File: src/rtl/mac_pkg.sv
// ============================================================================
// Module      : mac_pkg
// Description : Shared widths, result record and round-robin helper for the
//               MAC array result path.
// Revision    : 1.0 - initial release
// ============================================================================
`default_nettype none

package mac_pkg;

    localparam int ACC_W     = 16;
    localparam int N_MACS    = 4;
    localparam int MAC_IDX_W = 2;

    typedef struct packed {
        logic [MAC_IDX_W-1:0] idx;
        logic [ACC_W-1:0]     data;
    } mac_result_t;

    // N_MACS is a power of two, so the natural wrap of the index is mod N_MACS
    function automatic logic [MAC_IDX_W-1:0] rr_next(input logic [MAC_IDX_W-1:0] idx);
        return idx + 1'b1;
    endfunction

endpackage

`default_nettype wire

File: src/rtl/sync_fifo.sv
// ============================================================================
// Module      : sync_fifo
// Description : Single-clock FIFO with occupancy count; storage clears on reset
//               so the head reads zero until the first write.
// Revision    : 1.0 - initial release
// ============================================================================
`default_nettype none

module sync_fifo #(
    parameter int WIDTH = 18,
    parameter int DEPTH = 8
) (
    input  logic                       clk,
    input  logic                       rst,
    input  logic                       i_push,
    input  logic [WIDTH-1:0]           i_data,
    input  logic                       i_pop,
    output logic [WIDTH-1:0]           o_data,
    output logic                       o_empty,
    output logic                       o_full,
    output logic [$clog2(DEPTH+1)-1:0] o_count
);

    localparam int c_PTR_W = $clog2(DEPTH);
    localparam int c_CNT_W = $clog2(DEPTH+1);

    logic [WIDTH-1:0]   r_mem [DEPTH];
    logic [c_PTR_W-1:0] r_wr_ptr;
    logic [c_PTR_W-1:0] r_rd_ptr;
    logic [c_CNT_W-1:0] r_count;
    logic               w_do_push;
    logic               w_do_pop;

    assign w_do_pop  = i_pop && !o_empty;
    assign w_do_push = i_push && (!o_full || w_do_pop);

    always_ff @(posedge clk) begin
        if (rst) begin
            for (int k = 0; k < DEPTH; k++) begin
                r_mem[k] <= '0;
            end
            r_wr_ptr <= '0;
            r_rd_ptr <= '0;
            r_count  <= '0;
        end else begin
            if (w_do_push) begin
                r_mem[r_wr_ptr] <= i_data;
                r_wr_ptr        <= r_wr_ptr + 1'b1;
            end
            if (w_do_pop) begin
                r_rd_ptr <= r_rd_ptr + 1'b1;
            end
            if (w_do_push && !w_do_pop) begin
                r_count <= r_count + 1'b1;
            end else if (w_do_pop && !w_do_push) begin
                r_count <= r_count - 1'b1;
            end
        end
    end

    assign o_data  = r_mem[r_rd_ptr];
    assign o_empty = (r_count == '0);
    assign o_full  = (r_count == c_CNT_W'(DEPTH));
    assign o_count = r_count;

endmodule

`default_nettype wire

File: src/rtl/mac_result_drain.sv
// ============================================================================
// Module      : mac_result_drain
// Description : Captures per-MAC results into holding registers, pulses clear
//               back to the MAC, and round-robin drains them into a FIFO.
// Revision    : 1.0 - initial release
// ============================================================================
`default_nettype none

module mac_result_drain #(
    parameter int ACC_W  = mac_pkg::ACC_W,
    parameter int N_MACS = mac_pkg::N_MACS,
    parameter int DEPTH  = 8
) (
    input  logic                              clk,
    input  logic                              rst,
    input  logic signed [ACC_W-1:0]           acc_in_0,
    input  logic signed [ACC_W-1:0]           acc_in_1,
    input  logic signed [ACC_W-1:0]           acc_in_2,
    input  logic signed [ACC_W-1:0]           acc_in_3,
    input  logic [N_MACS-1:0]                 valid_in,
    output logic [N_MACS-1:0]                 clear_out,
    output logic signed [ACC_W-1:0]           m_data,
    output logic [mac_pkg::MAC_IDX_W-1:0]     m_idx,
    output logic                              m_valid,
    input  logic                              m_ready,
    output logic [$clog2(DEPTH+1)-1:0]        count,
    output logic                              overflow
);

    import mac_pkg::*;

    localparam int c_FIFO_W = MAC_IDX_W + ACC_W;

    logic [ACC_W-1:0]     w_acc   [N_MACS];
    logic [ACC_W-1:0]     r_hold  [N_MACS];
    logic [N_MACS-1:0]    r_pend;
    logic [N_MACS-1:0]    r_clear;
    logic [MAC_IDX_W-1:0] r_rr;
    logic                 r_overflow;

    logic [N_MACS-1:0]    w_freed;
    logic [N_MACS-1:0]    w_capture;
    logic [N_MACS-1:0]    w_drop;
    logic [MAC_IDX_W-1:0] w_scan;
    logic [MAC_IDX_W-1:0] w_grant_idx;
    logic                 w_grant_valid;
    logic                 w_can_accept;
    logic                 w_pop;
    logic                 w_empty;
    logic                 w_full;
    logic [c_FIFO_W-1:0]  w_push_data;
    logic [c_FIFO_W-1:0]  w_head;

    assign w_acc[0] = acc_in_0;
    assign w_acc[1] = acc_in_1;
    assign w_acc[2] = acc_in_2;
    assign w_acc[3] = acc_in_3;

    assign w_pop        = !w_empty && m_ready;
    assign w_can_accept = !w_full || w_pop;

    // Scan downward so the channel closest to r_rr is the last (winning) write
    always_comb begin
        w_grant_valid = 1'b0;
        w_grant_idx   = '0;
        w_scan        = '0;
        if (w_can_accept) begin
            for (int k = N_MACS - 1; k >= 0; k--) begin
                w_scan = r_rr + MAC_IDX_W'(k);
                if (r_pend[w_scan]) begin
                    w_grant_valid = 1'b1;
                    w_grant_idx   = w_scan;
                end
            end
        end
    end

    // A slot emptied by this cycle's grant may take a new result immediately
    generate
        for (genvar gi = 0; gi < N_MACS; gi++) begin : g_chan
            assign w_freed[gi]   = w_grant_valid && (w_grant_idx == MAC_IDX_W'(gi));
            assign w_capture[gi] = valid_in[gi] && (!r_pend[gi] || w_freed[gi]);
            assign w_drop[gi]    = valid_in[gi] && r_pend[gi] && !w_freed[gi];
        end
    endgenerate

    always_ff @(posedge clk) begin
        if (rst) begin
            for (int i = 0; i < N_MACS; i++) begin
                r_hold[i] <= '0;
            end
            r_pend     <= '0;
            r_clear    <= '0;
            r_rr       <= '0;
            r_overflow <= 1'b0;
        end else begin
            for (int i = 0; i < N_MACS; i++) begin
                if (w_capture[i]) begin
                    r_hold[i] <= w_acc[i];
                    r_pend[i] <= 1'b1;
                end else if (w_freed[i]) begin
                    r_pend[i] <= 1'b0;
                end
            end
            r_clear    <= w_capture;
            r_overflow <= r_overflow | (|w_drop);
            if (w_grant_valid) begin
                r_rr <= rr_next(w_grant_idx);
            end
        end
    end

    assign w_push_data = {w_grant_idx, r_hold[w_grant_idx]};

    sync_fifo #(
        .WIDTH (c_FIFO_W),
        .DEPTH (DEPTH)
    ) u_fifo (
        .clk     (clk),
        .rst     (rst),
        .i_push  (w_grant_valid),
        .i_data  (w_push_data),
        .i_pop   (w_pop),
        .o_data  (w_head),
        .o_empty (w_empty),
        .o_full  (w_full),
        .o_count (count)
    );

    assign m_valid   = !w_empty;
    assign m_data    = w_head[ACC_W-1:0];
    assign m_idx     = w_head[c_FIFO_W-1 -: MAC_IDX_W];
    assign clear_out = r_clear;
    assign overflow  = r_overflow;

endmodule

`default_nettype wire
File: config.mk
export PLATFORM = sky130hd
export DESIGN_NAME = mac_result_drain
export DESIGN_NICKNAME = d
export VERILOG_FILES = /design/src/rtl/mac_pkg.sv /design/src/rtl/sync_fifo.sv /design/src/rtl/mac_result_drain.sv
export SDC_FILE = /design/constraint.sdc
export NUM_CORES = 1
export LEC_CHECK = 0
export CAP_MARGIN = 20
export CORE_MARGIN = 3
export CORE_UTILIZATION = 60
export DETAILED_ROUTE_END_ITERATION = 8
export GPL_TIMING_DRIVEN = 0
export PLACE_DENSITY = 0.91
export SETUP_SLACK_MARGIN = 0.2
export SKIP_LAST_GASP = 1
export SYNTH_ARGS = -nofsm -noshare
export SYNTH_HDL_FRONTEND = slang
export SYNTH_SLANG_ARGS = --single-unit
export TNS_END_PERCENT = 30
File: constraint.sdc
create_clock -name clk -period 6.9 [get_ports clk]
set_clock_uncertainty 0.1 [all_clocks]
set_input_delay 1.38 -clock clk [delete_from_list [all_inputs] [get_ports clk]]
set_output_delay 1.38 -clock clk [all_outputs]
set_load 0.01 [all_outputs]
Word level (Yosys, flattened, before mapping)
Memories as Yosys holds them, arrays and structs flattened. A register that Yosys moved wholly into a read port is not among the register bits. Cells that the tools add are included.

Memories: 2. Bits in registers: 21. Bits in writable memories: 208.

Multiplexer cells: 54. Bitwise logic cells: 5. Equal/unequal tests: 4. $add $sub $neg: 8. Order comparisons: 4. Reductions and logical operators: 48.

Memory list: u_fifo.r_mem (words 8, bits a word 18, rd ports 1, clocked after Yosys merged registers in 1, write ports 8, RTL line sync_fifo.sv:27) `logic [WIDTH-1:0] r_mem [DEPTH];`; r_hold (words 4, bits a word 16, rd ports 1, clocked after Yosys merged registers in 0, write ports 4, RTL line mac_result_drain.sv:35) `logic [ACC_W-1:0] r_hold [N_MACS];`.

Operator list (count): 2-to-1 mux 16 bit (4); 2-to-1 mux 1 bit (35); logical AND 1 bit (21); 2-to-1 mux 18 bit (1); OR reduction 18 bit (1); logical NOT 1 bit (12); less-than comparator 2 x 3 -> 1 bit (second input constant) (4); 2-to-1 mux 2 bit (5); nonzero test 2 bit (5); 2-to-1 mux 3 bit (3); binary-select mux 1 bit (select 2 bit) (4); 2-to-1 mux 4 bit (2); adder 3 x 1 -> 3 bit (second input constant) (2); logical OR 1 bit (6); bitwise OR 1 bit (5); adder 2 x 1 -> 2 bit (second input constant) (2); adder 2 bit (second input constant) (2); adder 4 x 1 -> 4 bit (second input constant) (1); == test 2 bit (second input constant) (2); == test 4 bit (second input constant) (1); logical NOT 4 bit (1); OR reduction 4 bit (1); subtractor 4 x 1 -> 4 bit (second input constant) (1); == test 2 x 1 -> 1 bit (second input constant) (1); logical NOT 2 bit (1).

Logic depth before layout (Yosys ltp)
Gate-level depths: netlist of run 1.

Word-level depth: 16. Depth in mapped cells: 12.

By module
From an unflattened synthesis of run 1, not the netlist that was laid out.

Cell total of the unflattened synthesis: 758. Area, all modules: 10865.4 um2.

Modules (own cells, without submodules): sync_fifo (instances 1, cells each 466, area each 7233.2 um2); mac_result_drain (instances 1, cells each 292, area each 3632.2 um2).

Worst setup path after synthesis of run 1
Ideal clock, no wire load.

Path kind: input to register. Start point: input port m_ready. End point: register u_fifo.r_count[3] (netlist: u_fifo.o_count[3]). Slack: 3.351 ns. Buffers on the path: 1. Cell stages on the path: 11. Required time: 6.730 ns. Arrival time: 3.379 ns. Cells stage by stage: and3b_1 buf_2 nor2_2 ha_1 inv_1 ha_1 a21o_1 a21oi_1 xnor2_1 or3_1 a21oi_1.

Word-level cells in the longest chain between the ends: 7. Elaborated cells between the ends (all ways): 12. Those cells by class: 2 x mux; 10 x reduce/logical.

Ends and longest elaborated chain: start, declared (RTL line mac_result_drain.sv:25) `input logic m_ready,`; logical AND 1 bit (*) (RTL line mac_result_drain.sv:59) `assign w_pop = !w_empty && m_ready;`; logical OR 1 bit / logical AND 1 bit (equally long branches) (RTL line mac_result_drain.sv:60, sync_fifo.sv:34); 2-to-1 mux 1 bit / logical OR 1 bit (equally long branches) (RTL line mac_result_drain.sv:67, sync_fifo.sv:35); logical AND 1 bit (RTL line sync_fifo.sv:35) `assign w_do_push = i_push && (!o_full || w_do_pop);`; logical NOT 1 bit (RTL line sync_fifo.sv:55) `end else if (w_do_pop && !w_do_push) begin`; logical AND 1 bit (RTL line sync_fifo.sv:55); nonzero test 2 bit (no source line); end signal, assigned (RTL line sync_fifo.sv:54) `r_count <= r_count + 1'b1;`; end signal, assigned (RTL line sync_fifo.sv:56) `r_count <= r_count - 1'b1;`; end, declared (RTL line sync_fifo.sv:30) `logic [c_CNT_W-1:0] r_count;`.

Mark *: on every way between the ends. The rest lies on a longest branch, timed or not. A chain may end at the register's enable or synchronous reset.

==> metrics.csv, run 1 <==
stage,metric,value,unit
synthesis,synth_most_common_cell,edfxtp_1,
grt,grt_use_total,24.5,%
critical_path,critPathBufInv,3,
synthesis,netlist_top_cells_count,"208 x edfxtp_1, 162 x nor2_1, 64 x and2_1",
synthesis,ys_seq_area_share,67.5,%
placed_design,globalplace.congestion,0.869,
synthesis,syn_nets,760,
synthesis,postSynthAreaPerCell,14.6,um2
critical_path,cp.required,5420,ps
hold_path,min_path_cells,2,
synthesis,ys_types,45,
critical_path,cp-end-kind,primary output,
synthesis,synth_edf_count,208,
critical_path,timing.rr.end,u_fifo.r_mem[5][10]$_SDFFCE_PN0P_,
die,fp-row-count,46,
grt,grt_pass1_vias,6482,
critical_path,r2r_setup_slack,3540,ps
route,wl_per_cell,20.7,um
grt,grt_max_degree,19,
hold_path,min_path_type,register to register,
die,die_h,135,um
clock_network,post_cts_buffers,0,
job,max_cap_viol_count,0,
critical_path,crit_path_max_fanout,10,
critical_path,worstSetupStartpointType,register,
critical_path,worstPathArrival,3130,ps
timing,maxSlewViolCount,0,
critical_path,slowest_delay,590,ps
synthesis,synth_async_sr_flop_share,0,%
route,vias,6201,
route,drt_wl_total,21.5,mm
power,p_total,3940,uW
die,die_area,18200,um2
placed_design,place_area,11200,um2
clock_network,clk_pin_slew,60,ps
final_layout,num_antenna_cells,0,
timing,fin_crit_sh,66.8,%
route,viasPerCell,5.97,
critical_path,slowest_stage,mux4_2,
synthesis,ys_ff_latch,232,
outcome,outcome,"finished, final reports clean",
synthesis,netlist_instances,683,
final_layout,drive_gt1_share,14.0,%
critical_path,crit_type,register to primary output,
clock_network,max-clock-path-buffers,3,
timing,finalHoldViolCount,0,
route,postRouteAntennaNets,0,
synthesis,synthTopCellsByArea,"edfxtp_1 63%, mux4_2 8.1%, nor2_1 6.1%",
critical_path,reg2regPathDepth,6,
synthesis,synth_top_area_cell,edfxtp_1,
die,core,16100,um2
die,io_pins,99,
clock_network,ctsHoldBuffers,0,
final_layout,final_area,11900,um2
timing,fmax,0.217,GHz
grt,antenna_found_initial,0,
placed_design,dp_hpwl,14.8,mm
die,fp.dieW,135,um
final_layout,fin_nets,884,
hold_path,min-delay-start,u_fifo.r_rd_ptr[1]$_SDFFE_PP0P_,
placed_design,dp_worst_setup_slack,2190,ps
die,initial_core_util,62.0,%
timing,fin_ws,2290,ps
synthesis,yosys_warnings,0,
clock_network,cts_resized,0,
power,vdd_drop_max,0.304,mV
timing,tightest_slew,1400,ps
timing,holdWs,407,ps
critical_path,cp_top_family,buffers and inverters,
route,drcViolationCount,0,
grt,grt_pass1_wl,34.3,mm
critical_path,r2r_start,u_fifo.o_count[0]$_SDFFE_PP0P_,
timing,final.setup.tns,0,ps
clock_network,worst_skew_pair.late_latency,500,ps
synthesis,synth_area,9960,um2
placed_design,port_buffers,98,
critical_path,path_cells,clkbuf_1 -> buf_2 -> mux4_2 -> mux2_2 -> clkdlybuf4s50_1,
timing,grt_setup_unrepaired,false,
timing,fin_crit,4610,ps
route,drt_iter0_drc,791,
final_layout,area_delta_synth_final,19.7,%
clock_network,cts.htree.levels,1,
clock_network,cts_buffers,22,
grt,gr-total-overflow,0,
power,leakagePower,0.00427,uW
clock_network,clock-root-buffer,clkbuf_16,
synthesis,ys.flop_type,edfxtp_1,
route,dr.pass1.iters,7,
clock_network,cts_sinks,232,
synthesis,synth_top_area_share,62.7,%
timing,setup-violations-final,0,
timing,max_slew_margin,6.61,%
clock_network,cts_tree,done,
power,cellPowerDensity,331,nW/um2
==> state kept, by name, summed over array words and instances (netlist names), named ones only <==
signal,count
u_fifo.r_mem,144
r_hold,64
clear_out,4
r_pend,4
u_fifo.o_count,4
u_fifo.r_rd_ptr,3
u_fifo.r_wr_ptr,3
r_rr,2
overflow,1
==> cell type report <==
type                       instances  area (um2)
timing repair buffer             100         996
buffer                            36         158
multi-input combinational        410        3060
inverter                           5        18.8
clock buffer                      35         641
fill                             895        4140
tap                              216         270
sequential                       232        6730
clock inverter                     5        50.0
==> worst max path at each step <==
| stage | start | to | slack [ps] | cells after the start |
|---|---|---|---|---|
| after CTS | register | m_data[13] | 2230 | 5 |
| after global placement | m_ready | u_fifo.r_mem[5][12]$_SDFFCE_PN0P_ | 2350 | 6 |
| final | register | m_idx[0] | 2290 | 5 |
| after detailed placement | m_ready | u_fifo.r_mem[5][14]$_SDFFCE_PN0P_ | 2190 | 6 |
| after global routing | register | m_data[13] | 2130 | 5 |
| after floorplan | m_ready | u_fifo.o_count[3]$_SDFFE_PP0P_ | 3350 | 11 |
==> layer usage <==
layer | track usage (%) | share of wire [%]
met3 | 3.61 | 8.2
met4 | 8.09 | 2.4
met1 | 32.5 | 38
met2 | 42.3 | 51
met5 | 0 | 0
==> kinds of logic after synthesis <==
family / count (synthesis) / synth area share [%]
DFF: 232 / 67.5
buffers and inverters: 41 / 1.77
AOI/OAI and AO/OA: 45 / 3.51
and+or+nand+nor: 280 / 13.2
muxes: 72 / 12.5
adders and majority gates: 6 / 0.829
xor gates and xnor gates: 7 / 0.616
==> worst register-to-register path: stages, from the launching register on <==
cell and delay, ps:
dfxtp_1 440, nor3_1 130, and3b_1 170, buf_2 180, nor2_2 430, nand4_1 560, nand2b_1 950
==> where the power goes <==
part | switching (uW) | internal (uW)
sequential | 64.4 | 1690
clock | 482 | 674
combinational | 543 | 483
total | 1090 | 2850
==> cells in the final DEF, fill, tap and decap left out, drive strengths merged, types with 2 or more instances in the layout <==
cell type,Yosys,layout
a21o,3,3
o21ai,5,5
nor3,10,10
o31a,2,2
nor2b,4,4
buf,13,15
clkinv,0,3
dfxtp,24,24
mux4,36,36
mux2,34,34
nand4,3,3
clkdlybuf4s50,0,98
nor2,163,163
nand3,7,7
edfxtp,208,208
ha,5,5
o21bai,2,2
a222oi,16,16
nand2,10,10
nand2b,12,12
clkbuf,23,58
and2,64,64
xor2,4,4
a21oi,10,10
xnor2,3,3
mux2i,2,2
inv,5,6
==> metrics by stage <==
step,cells,util (%)
after floorplan,683,-
after global placement,997,69.8
after detailed placement,999,69.9
after CTS,1039,74.2
after global routing,1039,74.2
final,1039,74.2
Power figures use the tool's default switching activity.
==> run 2, diff against run 1 <==
--- a/config.mk
+++ b/config.mk
@@ -7,10 +7,10 @@
 export LEC_CHECK = 0
 export CAP_MARGIN = 20
 export CORE_MARGIN = 3
-export CORE_UTILIZATION = 60
+export CORE_UTILIZATION = 51
 export DETAILED_ROUTE_END_ITERATION = 8
 export GPL_TIMING_DRIVEN = 0
-export PLACE_DENSITY = 0.91
+export PLACE_DENSITY = 0.83
 export SETUP_SLACK_MARGIN = 0.2
 export SKIP_LAST_GASP = 1
 export SYNTH_ARGS = -nofsm -noshare
==> constraint.sdc (replaced) <==
create_clock -name clk -period 4.2 [get_ports clk]
set_clock_uncertainty 0.1 [all_clocks]
set_input_delay 0.84 -clock clk [delete_from_list [all_inputs] [get_ports clk]]
set_output_delay 0.84 -clock clk [all_outputs]
set_load 0.01 [all_outputs]
==> run 2 against run 1 <==
  * Critical path depth stayed put
  * Routed wire length is 4.9% lower
  * Hold slack got worse by 6.7 ps
  * Final cell count is 4.2% higher
  * Die area increased by 17%
  * Flip-flop and latch count unchanged
  * Sequential power increased by 63%
  * Combinational power grew 62%
  * Total power grew 71%
  * Sequential share of layout area decreased by 0.83 points
  * First-iteration DRC count down 15%
  * Critical endpoint is now m_data[7]
  * Largest cell class unchanged
==> metrics.csv, run 2 (same netlist as run 1, synthesis figures left out) <==
stage,metric,value,unit,change
clock_network,cts_buffers,22,,unchanged
final_layout,num_antenna_cells,0,,unchanged
clock_network,ctsHoldBuffers,0,,unchanged
timing,maxSlewViolCount,0,,unchanged
critical_path,cp.required,3260,ps,was 5420 ps
route,postRouteAntennaNets,0,,unchanged
grt,gr-total-overflow,0,,unchanged
final_layout,layout_commonest_cell,edfxtp_1,,unchanged
clock_network,cts_tree,done,,unchanged
clock_network,clock-root-buffer,clkbuf_16,,unchanged
clock_network,cts.htree.levels,1,,unchanged
critical_path,worstSetupStartpointType,register,,unchanged
clock_network,clk_pin_slew,60,ps,about the same
critical_path,r2r_setup_slack,820,ps,was 3540 ps
critical_path,cp-end-kind,primary output,,unchanged
critical_path,worstPathArrival,2900,ps,was 3130 ps
timing,final.setup.tns,0,ps,unchanged
power,leakagePower,0.00433,uW,was 0.00427 uW
grt,antenna_found_initial,0,,unchanged
timing,fmax,0.261,GHz,
clock_network,cts_sinks,232,,unchanged
placed_design,globalplace.congestion,0.823,,was 0.869
placed_design,port_buffers,98,,unchanged
power,vdd_drop_max,0.350,mV,was 0.304 mV
die,die_area,21200,um2,"was 18,200 um2"
critical_path,timing.rr.end,u_fifo.r_mem[7][11]$_SDFFCE_PN0P_,,was u_fifo.r_mem[5][10]$_SDFFCE_PN0P_
route,dr.pass1.iters,7,,unchanged
power,cellPowerDensity,557,nW/um2,was 331 nW/um2
final_layout,final_area,12100,um2,"was 11,900 um2"
final_layout,top_register,u_fifo.r_mem,,unchanged
clock_network,post_cts_buffers,0,,unchanged
grt,grt_use_total,19.0,%,was 24.5%
hold_path,min_path_cells,2,,unchanged
route,drt_iter0_drc,669,,was 791
route,wl_per_cell,18.9,um,was 20.7 um
route,viasPerCell,5.56,,was 5.97
hold_path,min-delay-start,u_fifo.r_rd_ptr[1]$_SDFFE_PP0P_,,unchanged
placed_design,dpl.cell_count,1043,,was 999
die,initial_core_util,52.5,%,was 62.0%
clock_network,max-clock-path-buffers,3,,unchanged
job,max_cap_viol_count,0,,unchanged
final_layout,area_delta_synth_final,21.4,%,was 19.7%
die,fp.dieW,146,um,was 135 um
grt,grt_pass1_vias,6095,,"was 6,482"
die,io_pins,99,,unchanged
grt,grt_pass1_wl,32.3,mm,was 34.3 mm
final_layout,layout_common_cells,"208 x edfxtp_1, 162 x nor2_1, 98 x clkdlybuf4s50_1, 64 x and2_1, 36 x mux4_2",,unchanged
final_layout,top_regs,"u_fifo.r_mem: 144 flops, r_hold: 64 flops",,unchanged
critical_path,crit_type,register to primary output,,unchanged
hold_path,hold_end,u_fifo.r_rd_ptr[1]$_SDFFE_PP0P_,,
final_layout,fin_nets,884,,unchanged
final_layout,largest_register_ffs,144,,unchanged
critical_path,r2r_start,u_fifo.o_count[0]$_SDFFE_PP0P_,,unchanged
final_layout,drive_gt1_share,15.1,%,was 14.0%
placed_design,dp_worst_setup_slack,28.8,ps,was 2190 ps
placed_design,dp_hpwl,14.0,mm,was 14.8 mm
timing,tightest_slew,1320,ps,was 1400 ps
timing,grt_setup_unrepaired,true,,was false
timing,finalHoldViolCount,0,,unchanged
die,die_h,146,um,was 135 um
route,drcViolationCount,0,,unchanged
grt,grt_max_degree,19,,unchanged
critical_path,reg2regPathDepth,6,,unchanged
timing,fin_crit,3840,ps,
critical_path,crit_path_max_fanout,10,,unchanged
timing,setup-violations-final,0,,unchanged
route,vias,6018,,"was 6,201"
timing,fin_ws,361,ps,was 2290 ps
outcome,outcome,"finished, final reports clean",,unchanged
final_layout,stdcell_count,1083,,"was 1,039"
power,p_total,6730,uW,was 3940 uW
timing,fin_crit_sh,91.4,%,
timing,max_slew_margin,12.0,%,was 6.61%
die,core,19000,um2,"was 16,100 um2"
route,drt_wl_total,20.4,mm,was 21.5 mm
die,fp-row-count,50,,was 46
placed_design,place_area,11300,um2,"was 11,200 um2"
clock_network,worst_skew_pair.late_latency,500,ps,about the same
hold_path,min_path_type,register to register,,unchanged
## run 2: cell count changes in the layout (fill, tap and decap cells not counted), sizes merged
cell,change
clkbuf,-10
clkinv,+4
inv,-1
clkinvlp,+2
bufinv,+5
## run 2: worst max-delay path: stages, from the launching register on
cell,delay [ps]
dfxtp_1,310
clkbuf_2,280
buf_2,410
mux4_2,600
mux2_2,300
clkdlybuf4s50_1,490
## run 2: report_power, final
group	switching [uW]	internal [uW]	leakage (uW)
Sequential	96.7	2780	0.00239
Combinational	873	795	0.00156
Clock	825	1370	0.000389
Total	1790	4940	0.00433
## run 2: timing repair
item	4_1_cts	5_1_grt
pin swaps	0	0
setup endpoints to repair	18	18
hold endpoints to repair	0	0
resized for setup	1	6
## run 2: metal layers
metal	GRT usage, %	part of all wire (%)	vias up
li1	-	-	2786
met5	0	0	-
met2	32.5	50	269
met4	6.22	2.2	0
met1	25.4	41	2927
met3	2.87	7.1	36
## run 2: stage by stage
step / utilization (%) / hold slack, ps
2_1_floorplan: - / 354
3_3_place_gp: 59.4 / 367
3_5_place_dp: 59.5 / 396
4_1_cts: 63.8 / 404
5_1_grt: 63.8 / 445
6_report: 63.8 / 400
## run 2: worst max-delay path by stage
stage / from / endpoint / slack [ps]
after CTS: register / m_data[7] / 200
final: register / m_data[7] / 360
after floorplan: m_ready / u_fifo.o_count[3]$_SDFFE_PP0P_ / 1190
after global routing: register / m_data[7] / 200
after detailed placement: m_ready / u_fifo.r_mem[7][14]$_SDFFCE_PN0P_ / 30
after global placement: m_ready / u_fifo.r_mem[5][14]$_SDFFCE_PN0P_ / 130
## run 2: area by class of cell
cell class | count | area (um2)
Fill cell | 1303 | 6860
Sequential cell | 232 | 6730
Multi-Input combinational cell | 410 | 3060
Timing Repair Buffer | 100 | 996
Clock buffer | 25 | 583
Tap cell | 260 | 325
Clock inverter | 15 | 225
Buffer | 36 | 163
Inverter | 5 | 18.8
==> run 3, diff against run 2 <==
--- a/config.mk
+++ b/config.mk
@@ -6,6 +6,7 @@
 export NUM_CORES = 1
 export LEC_CHECK = 0
 export CAP_MARGIN = 20
+export CORE_ASPECT_RATIO = 1.1
 export CORE_MARGIN = 3
 export CORE_UTILIZATION = 51
 export DETAILED_ROUTE_END_ITERATION = 8
==> run 3 against run 2 <==
  * Critical path depth unchanged
  * Clock power decreased by 9.1%
  * Core utilization about the same
  * First-iteration DRC count decreased by 1.9%
  * Highest routed layer unchanged
  * Count of clock-buffer cells in the layout increased by 1
  * Largest cell class unchanged
==> metrics.csv, run 3 (same netlist as run 1, synthesis figures left out) <==
stage,metric,value,unit,change
die,core,18800,um2,"was 19,000 um2"
clock_network,post_cts_buffers,0,,unchanged
power,power.internal,4750,uW,was 4940 uW
final_layout,num_antenna_cells,0,,unchanged
placed_design,dpl.cell_count,1026,,"was 1,043"
critical_path,critPathBufInv,3,,unchanged
power,power_frac_clock,30.5,%,was 32.5%
power,switching_share,27.1,%,was 26.7%
power,leakagePower,0.00429,uW,was 0.00433 uW
clock_network,max-clock-path-buffers,3,,unchanged
grt,antenna_found_initial,0,,unchanged
power,power_frac_comb,25.5,%,was 24.8%
grt,grt_util_met1,24.6,%,was 25.4%
die,initial_core_util,53.0,%,was 52.5%
final_layout,area_delta_synth_final,20.4,%,was 21.4%
critical_path,cp.required,3260,ps,about the same
clock_network,worst_skew_pair.late_latency,510,ps,was 500 ps
critical_path,worstPathArrival,2950,ps,was 2900 ps
job,max_cap_viol_count,0,,unchanged
final_layout,layout_commonest_cell,edfxtp_1,,unchanged
critical_path,slowest_delay,570,ps,was 600 ps
timing,holdWs,383,ps,was 400 ps
grt,grt_max_degree,19,,unchanged
die,io_pins,99,,unchanged
grt,grt_use_met2,32.4,%,was 32.5%
critical_path,path_cells,buf_1 -> clkbuf_1 -> mux4_2 -> mux2_2 -> clkdlybuf4s50_1,,was clkbuf_2 -> buf_2 -> mux4_2 -> mux2_2 -> clkdlybuf4s50_1
timing,max_slew_margin,17.0,%,was 12.0%
clock_network,cts.htree.levels,1,,unchanged
timing,tightest_slew,1240,ps,was 1320 ps
grt,grt_use_total,19.0,%,about the same
critical_path,cp-end-kind,primary output,,unchanged
critical_path,crit_type,register to primary output,,unchanged
critical_path,worstSetupStartpointType,register,,unchanged
clock_network,clock-root-buffer,clkbuf_16,,unchanged
route,viasPerCell,5.66,,was 5.56
clock_network,cts_sinks,232,,unchanged
timing,finalHoldViolCount,0,,unchanged
die,die_h,153,um,was 146 um
placed_design,dp_worst_setup_slack,80.7,ps,was 28.8 ps
die,fp.dieW,139,um,was 146 um
critical_path,cp_top_family,buffers and inverters,,unchanged
power,p_switching,1770,uW,was 1790 uW
placed_design,port_buffers,98,,unchanged
power,cellPowerDensity,544,nW/um2,was 557 nW/um2
outcome,outcome,"finished, final reports clean",,unchanged
grt,grt_pass1_wl,32.2,mm,was 32.3 mm
route,dr.pass1.iters,8,,was 7
grt,grt_pass1_vias,6289,,"was 6,095"
hold_path,min_path_type,register to register,,unchanged
power,vdd_drop_max,0.343,mV,was 0.350 mV
timing,grt_setup_unrepaired,true,,unchanged
placed_design,dp_hpwl,14.1,mm,was 14.0 mm
timing,setup-violations-final,0,,unchanged
power,seqPwrFrac,44.0,%,was 42.7%
timing,final.setup.tns,0,ps,unchanged
timing,maxSlewViolCount,0,,unchanged
timing,fmax,0.257,GHz,was 0.261 GHz
final_layout,stdcell_count,1067,,"was 1,083"
final_layout,layout_common_cells,"208 x edfxtp_1, 162 x nor2_1, 98 x clkdlybuf4s50_1, 64 x and2_1, 36 x mux4_2",,unchanged
route,postRouteAntennaNets,0,,unchanged
placed_design,globalplace.congestion,0.795,,was 0.823
die,fp-row-count,52,,was 50
final_layout,top_regs,"u_fifo.r_mem: 144 flops, r_hold: 64 flops",,unchanged
route,vias,6044,,"was 6,018"
timing,fin_crit,3890,ps,was 3840 ps
route,drt_wl_total,20.3,mm,was 20.4 mm
final_layout,largest_register_ffs,144,,unchanged
route,drcViolationCount,0,,unchanged
final_layout,top_register,u_fifo.r_mem,,unchanged
final_layout,fin_nets,885,,was 884
grt,gr-total-overflow,0,,unchanged
clock_network,cts_buffers,22,,unchanged
clock_network,clk_pin_slew,60,ps,about the same
timing,fin_ws,306,ps,was 361 ps
die,die_area,21200,um2,about the same
timing,fin_crit_sh,92.7,%,was 91.4%
route,drt_iter0_drc,656,,was 669
final_layout,drive_gt1_share,14.4,%,was 15.1%
final_layout,nFillCells,1301,,"was 1,303"
grt,busiest_layer,met2,,unchanged
critical_path,slowest_stage,clkbuf_1,,was mux4_2
route,wl_per_cell,19.0,um,was 18.9 um
power,p_total,6520,uW,was 6730 uW
critical_path,crit_path_max_fanout,10,,unchanged
clock_network,cts_tree,done,,unchanged
grt,gr-usage-met3,3.52,%,was 2.87%
[run 3: changes by cell type in the layout (fill, tap and decap cells not counted), sizes merged]
cell and delta:
buf +1, bufinv -3, clkbuf +1, clkinv +2
[run 3: through the flow]
stage / cell area [um2] / utilization, %
6_report: 12000 / 63.8
5_1_grt: 12000 / 63.8
4_1_cts: 12000 / 63.7
3_5_place_dp: 11300 / 59.9
3_3_place_gp: 11200 / 59.8
2_1_floorplan: 9960 / -
[run 3: power by group through the flow]
stage          combinational [uW]  clock, uW  sequential [uW]
4_1_cts                      1680       2000             2870
3_5_place_dp                 1660          0             2920
3_3_place_gp                 1620          0             2900
5_1_grt                      1810       2090             2900
6_report                     1670       1990             2870
2_1_floorplan                1070          0             2890
[run 3: final timing paths]
kind | from | end | slack [ps] | depth (start not counted)
max | register | m_data[15] | 310 | 5
min | u_fifo.r_rd_ptr[1]$_SDFFE_PP0P_ | u_fifo.r_rd_ptr[1]$_SDFFE_PP0P_ | 380 | 2
max reg2reg | u_fifo.o_count[0]$_SDFFE_PP0P_ | u_fifo.r_mem[6][0]$_SDFFCE_PN0P_ | 910 | 6
min reg2reg | u_fifo.r_rd_ptr[1]$_SDFFE_PP0P_ | u_fifo.r_rd_ptr[1]$_SDFFE_PP0P_ | 380 | 2
[run 3: metal layers]
layer,share of wire (%),wire [um],vias up
met5,0,0,-
met4,1.9,384,0
met3,8.2,1670,31
met2,51,10300,329
met1,39,7940,2913
li1,-,-,2771
[run 3: area by class of cell]
class / count / area (um2) / share of cell area, %
timing repair buffer: 101 / 1000 / 8.35
sequential: 232 / 6730 / 56.1
clock inverter: 14 / 140 / 1.17
buffer: 36 / 159 / 1.33
inverter: 5 / 18.8 / 0.157
tap: 243 / 304 / 2.54
multi-input combinational: 410 / 3060 / 25.5
clock buffer: 26 / 587 / 4.89
[run 3: worst register-to-register path, cell delays in order (launching register included)]
cell	delay, ps
dfxtp_1	440
nor3_1	130
and3b_1	190
buf_2	170
nor2_2	380
nand4_1	540
nand2b_1	960
[run 3: what timing repair did]
action	CTS	global route
hold endpoints to repair	0	0
resized for setup	1	0
gates cloned	0	0
pin swaps	0	0
hold buffers	0	0
endpoints found under the setup margin	18	3
